===== src/rtl/noc_pkg.sv =====
// noc_pkg: constants and types shared by the router node blocks of the 2x2 NoC.
//   DATA_WIDTH       default flit width
//   TAIL_BIT/HEAD_BIT/DST_LSB  flit field positions (dst_x at DST_LSB, dst_y above it)
//   DIR_W..DIR_L     output link index, also used by the input arbiter
//   state_e          output controller FSM states
//   dir_onehot()     direction index -> one-hot link vector (bit i = direction i)
package noc_pkg;

    localparam int DATA_WIDTH = 37;

    localparam int TAIL_BIT = 4;
    localparam int HEAD_BIT = 5;
    localparam int DST_LSB  = 6;

    localparam int NUM_DIRS = 5;

    localparam logic [2:0] DIR_W = 3'd0;
    localparam logic [2:0] DIR_S = 3'd1;
    localparam logic [2:0] DIR_E = 3'd2;
    localparam logic [2:0] DIR_N = 3'd3;
    localparam logic [2:0] DIR_L = 3'd4;

    typedef enum logic [2:0] {
        ST_IDLE  = 3'd0,
        ST_READ  = 3'd1,
        ST_LATCH = 3'd2,
        ST_REQ   = 3'd3,
        ST_REL   = 3'd4
    } state_e;

    function automatic logic [NUM_DIRS-1:0] dir_onehot(input logic [2:0] dir);
        logic [NUM_DIRS-1:0] oh;
        case (dir)
            DIR_W:   oh = 5'b00001;
            DIR_S:   oh = 5'b00010;
            DIR_E:   oh = 5'b00100;
            DIR_N:   oh = 5'b01000;
            DIR_L:   oh = 5'b10000;
            default: oh = 5'b00000;
        endcase
        return oh;
    endfunction

endpackage


===== src/rtl/xy_route.sv =====
// xy_route: combinational XY (dimension-ordered) route selection for one node.
// X is resolved first, then Y; a destination equal to this node goes Local.
//   dst_x_i  in  COORD_W  destination X coordinate
//   dst_y_i  in  COORD_W  destination Y coordinate
//   dir_o    out 3        output direction (DIR_W..DIR_L)
module xy_route #(
    parameter int COORD_W = 1,
    parameter int MY_X    = 0,
    parameter int MY_Y    = 0
) (
    input  logic [COORD_W-1:0] dst_x_i,
    input  logic [COORD_W-1:0] dst_y_i,
    output logic [2:0]         dir_o
);
    import noc_pkg::*;

    localparam logic [COORD_W-1:0] MY_X_C = COORD_W'(MY_X);
    localparam logic [COORD_W-1:0] MY_Y_C = COORD_W'(MY_Y);

    // Unsigned compares: coordinates are plain mesh indices.
    always_comb begin
        dir_o = DIR_L;
        if (dst_x_i > MY_X_C) begin
            dir_o = DIR_E;
        end else if (dst_x_i < MY_X_C) begin
            dir_o = DIR_W;
        end else if (dst_y_i > MY_Y_C) begin
            dir_o = DIR_S;
        end else if (dst_y_i < MY_Y_C) begin
            dir_o = DIR_N;
        end
    end

endmodule


===== src/rtl/out_port_ctrl.sv =====
// out_port_ctrl: output-side wormhole scheduler for one router node.
// Pops flits from the node input FIFO, XY-routes head flits, holds the chosen
// output link locked until the tail flit, and forwards each flit over a
// four-phase req/ack link.
//   clk, reset            clock; asynchronous active-high reset
//   empty, q              FIFO empty flag and read data (valid the cycle after rdreq)
//   rdreq                 FIFO pop pulse
//   DataOut               flit shared by all output links
//   Outr_{L,N,E,S,W}      link requests (at most one high)
//   Outw_{L,N,E,S,W}      link acknowledges from downstream
//   busy                  a packet route is open (head sent, tail not yet sent)
//   drop                  pulse when an unrouted non-head flit is discarded
//   dbg_state_o           current FSM state
//
// Link handshake (four-phase): Outr rises with DataOut valid; DataOut and Outr
// hold until the locked link's Outw is sampled high; Outr then falls and the
// controller waits for that Outw to be sampled low before taking the next flit.
module out_port_ctrl #(
    parameter int DATA_WIDTH = noc_pkg::DATA_WIDTH,
    parameter int COORD_W    = 1,
    parameter int MY_X       = 0,
    parameter int MY_Y       = 0
) (
    input  logic                  clk,
    input  logic                  reset,
    input  logic                  empty,
    input  logic [DATA_WIDTH-1:0] q,
    output logic                  rdreq,
    output logic [DATA_WIDTH-1:0] DataOut,
    output logic                  Outr_L,
    output logic                  Outr_N,
    output logic                  Outr_E,
    output logic                  Outr_S,
    output logic                  Outr_W,
    input  logic                  Outw_L,
    input  logic                  Outw_N,
    input  logic                  Outw_E,
    input  logic                  Outw_S,
    input  logic                  Outw_W,
    output logic                  busy,
    output logic                  drop,
    output noc_pkg::state_e       dbg_state_o
);
    import noc_pkg::*;

    state_e                state_q,    state_d;
    logic                  rdreq_q,    rdreq_d;
    logic [DATA_WIDTH-1:0] data_q,     data_d;
    logic [NUM_DIRS-1:0]   outr_q,     outr_d;
    logic [2:0]            lock_dir_q, lock_dir_d;
    logic                  locked_q,   locked_d;
    logic                  busy_q,     busy_d;
    logic                  drop_q,     drop_d;

    logic [2:0]            route_dir;
    logic [NUM_DIRS-1:0]   outw_v;
    logic                  ack_sel;
    logic                  q_head;
    logic                  q_tail;

    xy_route #(
        .COORD_W (COORD_W),
        .MY_X    (MY_X),
        .MY_Y    (MY_Y)
    ) u_route (
        .dst_x_i (q[DST_LSB +: COORD_W]),
        .dst_y_i (q[DST_LSB + COORD_W +: COORD_W]),
        .dir_o   (route_dir)
    );

    assign q_head = q[HEAD_BIT];
    assign q_tail = q[TAIL_BIT];

    // Bit i of the vector is direction i, matching dir_onehot().
    assign outw_v  = {Outw_L, Outw_N, Outw_E, Outw_S, Outw_W};
    // Only the locked link's acknowledge matters; the rest are ignored.
    assign ack_sel = |(outw_v & dir_onehot(lock_dir_q));

    always_comb begin
        state_d    = state_q;
        rdreq_d    = 1'b0;
        data_d     = data_q;
        outr_d     = outr_q;
        lock_dir_d = lock_dir_q;
        locked_d   = locked_q;
        busy_d     = busy_q;
        drop_d     = 1'b0;

        case (state_q)
            ST_IDLE: begin
                if (!empty) begin
                    rdreq_d = 1'b1;
                    state_d = ST_READ;
                end
            end

            ST_READ: begin
                state_d = ST_LATCH;
            end

            ST_LATCH: begin
                data_d = q;
                if (q_head) begin
                    // A head always re-routes, even over a lock left by a
                    // packet whose tail never arrived.
                    lock_dir_d = route_dir;
                    locked_d   = 1'b1;
                    busy_d     = !q_tail;
                    outr_d     = dir_onehot(route_dir);
                    state_d    = ST_REQ;
                end else if (locked_q) begin
                    outr_d  = dir_onehot(lock_dir_q);
                    state_d = ST_REQ;
                end else begin
                    drop_d  = 1'b1;
                    state_d = ST_IDLE;
                end
            end

            ST_REQ: begin
                if (ack_sel) begin
                    outr_d  = '0;
                    state_d = ST_REL;
                end
            end

            ST_REL: begin
                if (!ack_sel) begin
                    if (data_q[TAIL_BIT]) begin
                        locked_d = 1'b0;
                        busy_d   = 1'b0;
                    end
                    state_d = ST_IDLE;
                end
            end

            default: begin
                state_d = ST_IDLE;
            end
        endcase
    end

    always_ff @(posedge clk or posedge reset) begin
        if (reset) begin
            state_q    <= ST_IDLE;
            rdreq_q    <= 1'b0;
            data_q     <= '0;
            outr_q     <= '0;
            lock_dir_q <= DIR_W;
            locked_q   <= 1'b0;
            busy_q     <= 1'b0;
            drop_q     <= 1'b0;
        end else begin
            state_q    <= state_d;
            rdreq_q    <= rdreq_d;
            data_q     <= data_d;
            outr_q     <= outr_d;
            lock_dir_q <= lock_dir_d;
            locked_q   <= locked_d;
            busy_q     <= busy_d;
            drop_q     <= drop_d;
        end
    end

    assign rdreq       = rdreq_q;
    assign DataOut     = data_q;
    assign Outr_W      = outr_q[DIR_W];
    assign Outr_S      = outr_q[DIR_S];
    assign Outr_E      = outr_q[DIR_E];
    assign Outr_N      = outr_q[DIR_N];
    assign Outr_L      = outr_q[DIR_L];
    assign busy        = busy_q;
    assign drop        = drop_q;
    assign dbg_state_o = state_q;

endmodule


===== config.mk =====
export PLATFORM = sky130hd
export DESIGN_NAME = out_port_ctrl
export DESIGN_NICKNAME = d
export VERILOG_FILES = /design/src/rtl/noc_pkg.sv /design/src/rtl/xy_route.sv /design/src/rtl/out_port_ctrl.sv
export SDC_FILE = /design/constraint.sdc
export NUM_CORES = 1
export LEC_CHECK = 0
export BUFFER_PORTS_ARGS = -buffer_cell sky130_fd_sc_hd__buf_4
export CORE_ASPECT_RATIO = 1.4
export CORE_MARGIN = 4
export CORE_UTILIZATION = 50
export DETAILED_ROUTE_END_ITERATION = 12
export MAX_ROUTING_LAYER = met4
export PLACE_DENSITY = 0.8
export SETUP_SLACK_MARGIN = 0.3
export SYNTH_ARGS = -nofsm -noshare
export SYNTH_HDL_FRONTEND = slang
export SYNTH_SLANG_ARGS = --single-unit

===== constraint.sdc =====
create_clock -name clk -period 2.7 [get_ports clk]
set_input_delay 0.54 -clock clk [delete_from_list [all_inputs] [get_ports clk]]
set_output_delay 0.54 -clock clk [all_outputs]
set_load 0.1 [all_outputs]

==> impl_metrics.yaml <==
sta:
  finalSetupTns_ns: 0
  slew_violations: 0
  fin_crit_ns: 1.76
  fmax_mhz: 568
  finalSetupViolations: 0
  relSlewSlack_pct: 70.7
  grt_setup_unrepaired: "no"
  final_hold_viol_count: 0
  fin_skew_ns: 0.00778
  worstMarginPinSlew_ns: 0.439
  finalCritPeriodShare_pct: 65.2
clock_tree:
  root_buffer: "clkbuf_8"
  cts_tree: "yes"
  clock_latency_ns: 0.30
  ctsResizeCount: 0
  hold_buffers: 0
  numCtsBuffers: 5
  clkTransAtPathRegs_ns: 0.09
  postCtsSetupBuffers: 0
  cts_max_level: 2
  clockBufferDepth: 2
  cts_num_sinks: 52
detailed_routing:
  num_vias: 1610
  drc: 0
  antenna_left: 0
  routed_wl_mm: 4.89
  viasPerCell: 5.40
  firstDrtPassIters: 4
  wl_per_cell_um: 16.4
  first_iter_violations: 63
critical_path:
  setup.worst_path.class: "flip-flop to primary output"
  startpoint_type: "flip-flop"
  cp.arrival_ns: 1.22
  regToRegSetupSlack_ns: 1.05
  cp_max_fo: 10
  cp_num_buf_inv: 1
  path_delay_family: "flip-flops"
  cp.required_ns: 2.16
  path_cells: "buf_4"
  end_kind: "primary output"
  crit_path_max_incr_delay_ns: 0.56
  critical-path-slowest-cell: "dfrtp_1"
final_layout:
  final_nets: 300
  final_common_cell: "buf_4"
  antenna_cells: 0
  multi_input_area_um2: 762
  layout_common_cells: "buf_4, dfrtp_1, mux2_2, inv_1, nor2_1"
  seqCellArea_um2: 1300
  num-fill-cells: 310
  synthToLayoutAreaGrowth_pct: 37.6
  drive_gt1_share_pct: 57.6
  final_area_um2: 2960
floorplan:
  boundaryPins: 93
  start_util_pct: 53.0
  die_x_um: 63.4
  row_count: 27
  die_y_um: 85.6
  fp.dieArea_um2: 5420
  coreArea_um2: 4050
global_route:
  grt_max_degree: 28
  grt_antenna_before_repair: 0
  grt_overflow: 0
  track_usage_pct: 19.0
  grt_pass1_vias: 1652
  grt_pass1_wl_mm: 7.78
logic_synthesis:
  synthArstFlopShare_pct: 100
  avgSynthCellArea_um2: 13.3
  ys_types: 35
  synth_warnings: 0
  synth_nets: 206
  ys_seq_elements: 52
  ys.flop_type: "dfrtp_1"
  yosysSeqAreaShare_pct: 60.6
  synthCells: 161
  syn_area_um2: 2150
  synth-edff-count: 0
run_status:
  status: "complete, no violations"
placement:
  gp_congestion: 0.842
  placed_cell_area_um2: 2880
  dp_hpwl_mm: 3.79
  io_buffer_count: 92
hold_path:
  hold_path_class: "input port to async pin"
run:
  maxCapViolations: 0
-- kinds of logic (layout without fill, tap and decap cells) --
| group | count (synthesis) | in the layout | share of synthesized area, % |
|---|---|---|---|
| flip-flops | 52 | 52 | 60.6 |
| multiplexers | 38 | 38 | 19.9 |
| AND/OR/NAND/NOR | 28 | 28 | 8.04 |
| AO/OA/AOI/OAI | 23 | 23 | 7.22 |
| buffers and inverters | 20 | 114 | 4.25 |
-- registers in the layout, summed over array words and instances (netlist names) --
| name | count |
|---|---|
| dbg_state_o | 3 |
| outr_q | 5 |
| DataOut | 37 |
| busy | 1 |
| locked_q | 1 |
| drop | 1 |
| lock_dir_q | 3 |
| rdreq | 1 |
-- final timing paths --
kind / from / end / depth (start not counted)
max: dbg_state_o[0] / dbg_state_o[0] / 1
max in group asynchronous: reset / outr_q[0] / 3
min reg2reg: DataOut[10] / DataOut[10] / 1
max reg2reg: lock_dir_q[1] / dbg_state_o[0] / 4
min in group clk: empty / rdreq / 2
min: reset / DataOut[22] / 2
-- stage by stage --
step / instances / worst slack (ns) / hold WS [ns] / utilization [%]
3_5_place_dp: 291 / 0.982 / 0.442 / 71.0
6_report: 298 / 0.939 / 0.120 / 72.9
5_1_grt: 298 / 0.888 / 0.112 / 72.9
4_1_cts: 298 / 0.926 / 0.109 / 72.9
2_1_floorplan: 161 / 0.624 / 0.556 / -
3_3_place_gp: 291 / 0.986 / 0.443 / 71.0
-- layout make-up --
class	instances	share of cell area, %
inverter	11	1.40
tap	43	1.82
timing repair buffer	96	24.4
sequential	52	44.0
clock buffer	6	2.45
clock inverter	1	0.169
multi-input combinational	89	25.8
-- per-layer routing --
layer	part of all wire (%)	GRT usage (%)
met1	36	19.4
met2	57	34.2
met3	5.3	4.85
met4	1.6	7.86
met5	0	-
-- cell usage after synthesis (2+ instances only) --
| master | instances | share of area [%] |
|---|---|---|
| a21oi_1 | 5 | 1.2 |
| a31oi_1 | 2 | 0.58 |
| buf_2 | 4 | 0.93 |
| clkbuf_1 | 3 | 0.52 |
| dfrtp_1 | 52 | 61 |
| inv_1 | 11 | 1.9 |
| mux2_2 | 38 | 20 |
| nand2_1 | 5 | 0.87 |
| nand3_1 | 2 | 0.47 |
| nand3b_1 | 2 | 0.70 |
| nor2_1 | 7 | 1.2 |
| o21ai_0 | 4 | 0.93 |
| o22ai_1 | 4 | 1.2 |
-- worst reg2reg max path, delay by kind of cell, from the launching register on --
kind | cells | cell delay [ns]
flip-flops | 1 | 0.49
AO/OA/AOI/OAI | 2 | 0.54
AND/OR/NAND/NOR | 2 | 0.53
Power is left out: the tool's default activity adds up to more than one toggle a clock period on the data nets, which glitch-free logic cannot reach.
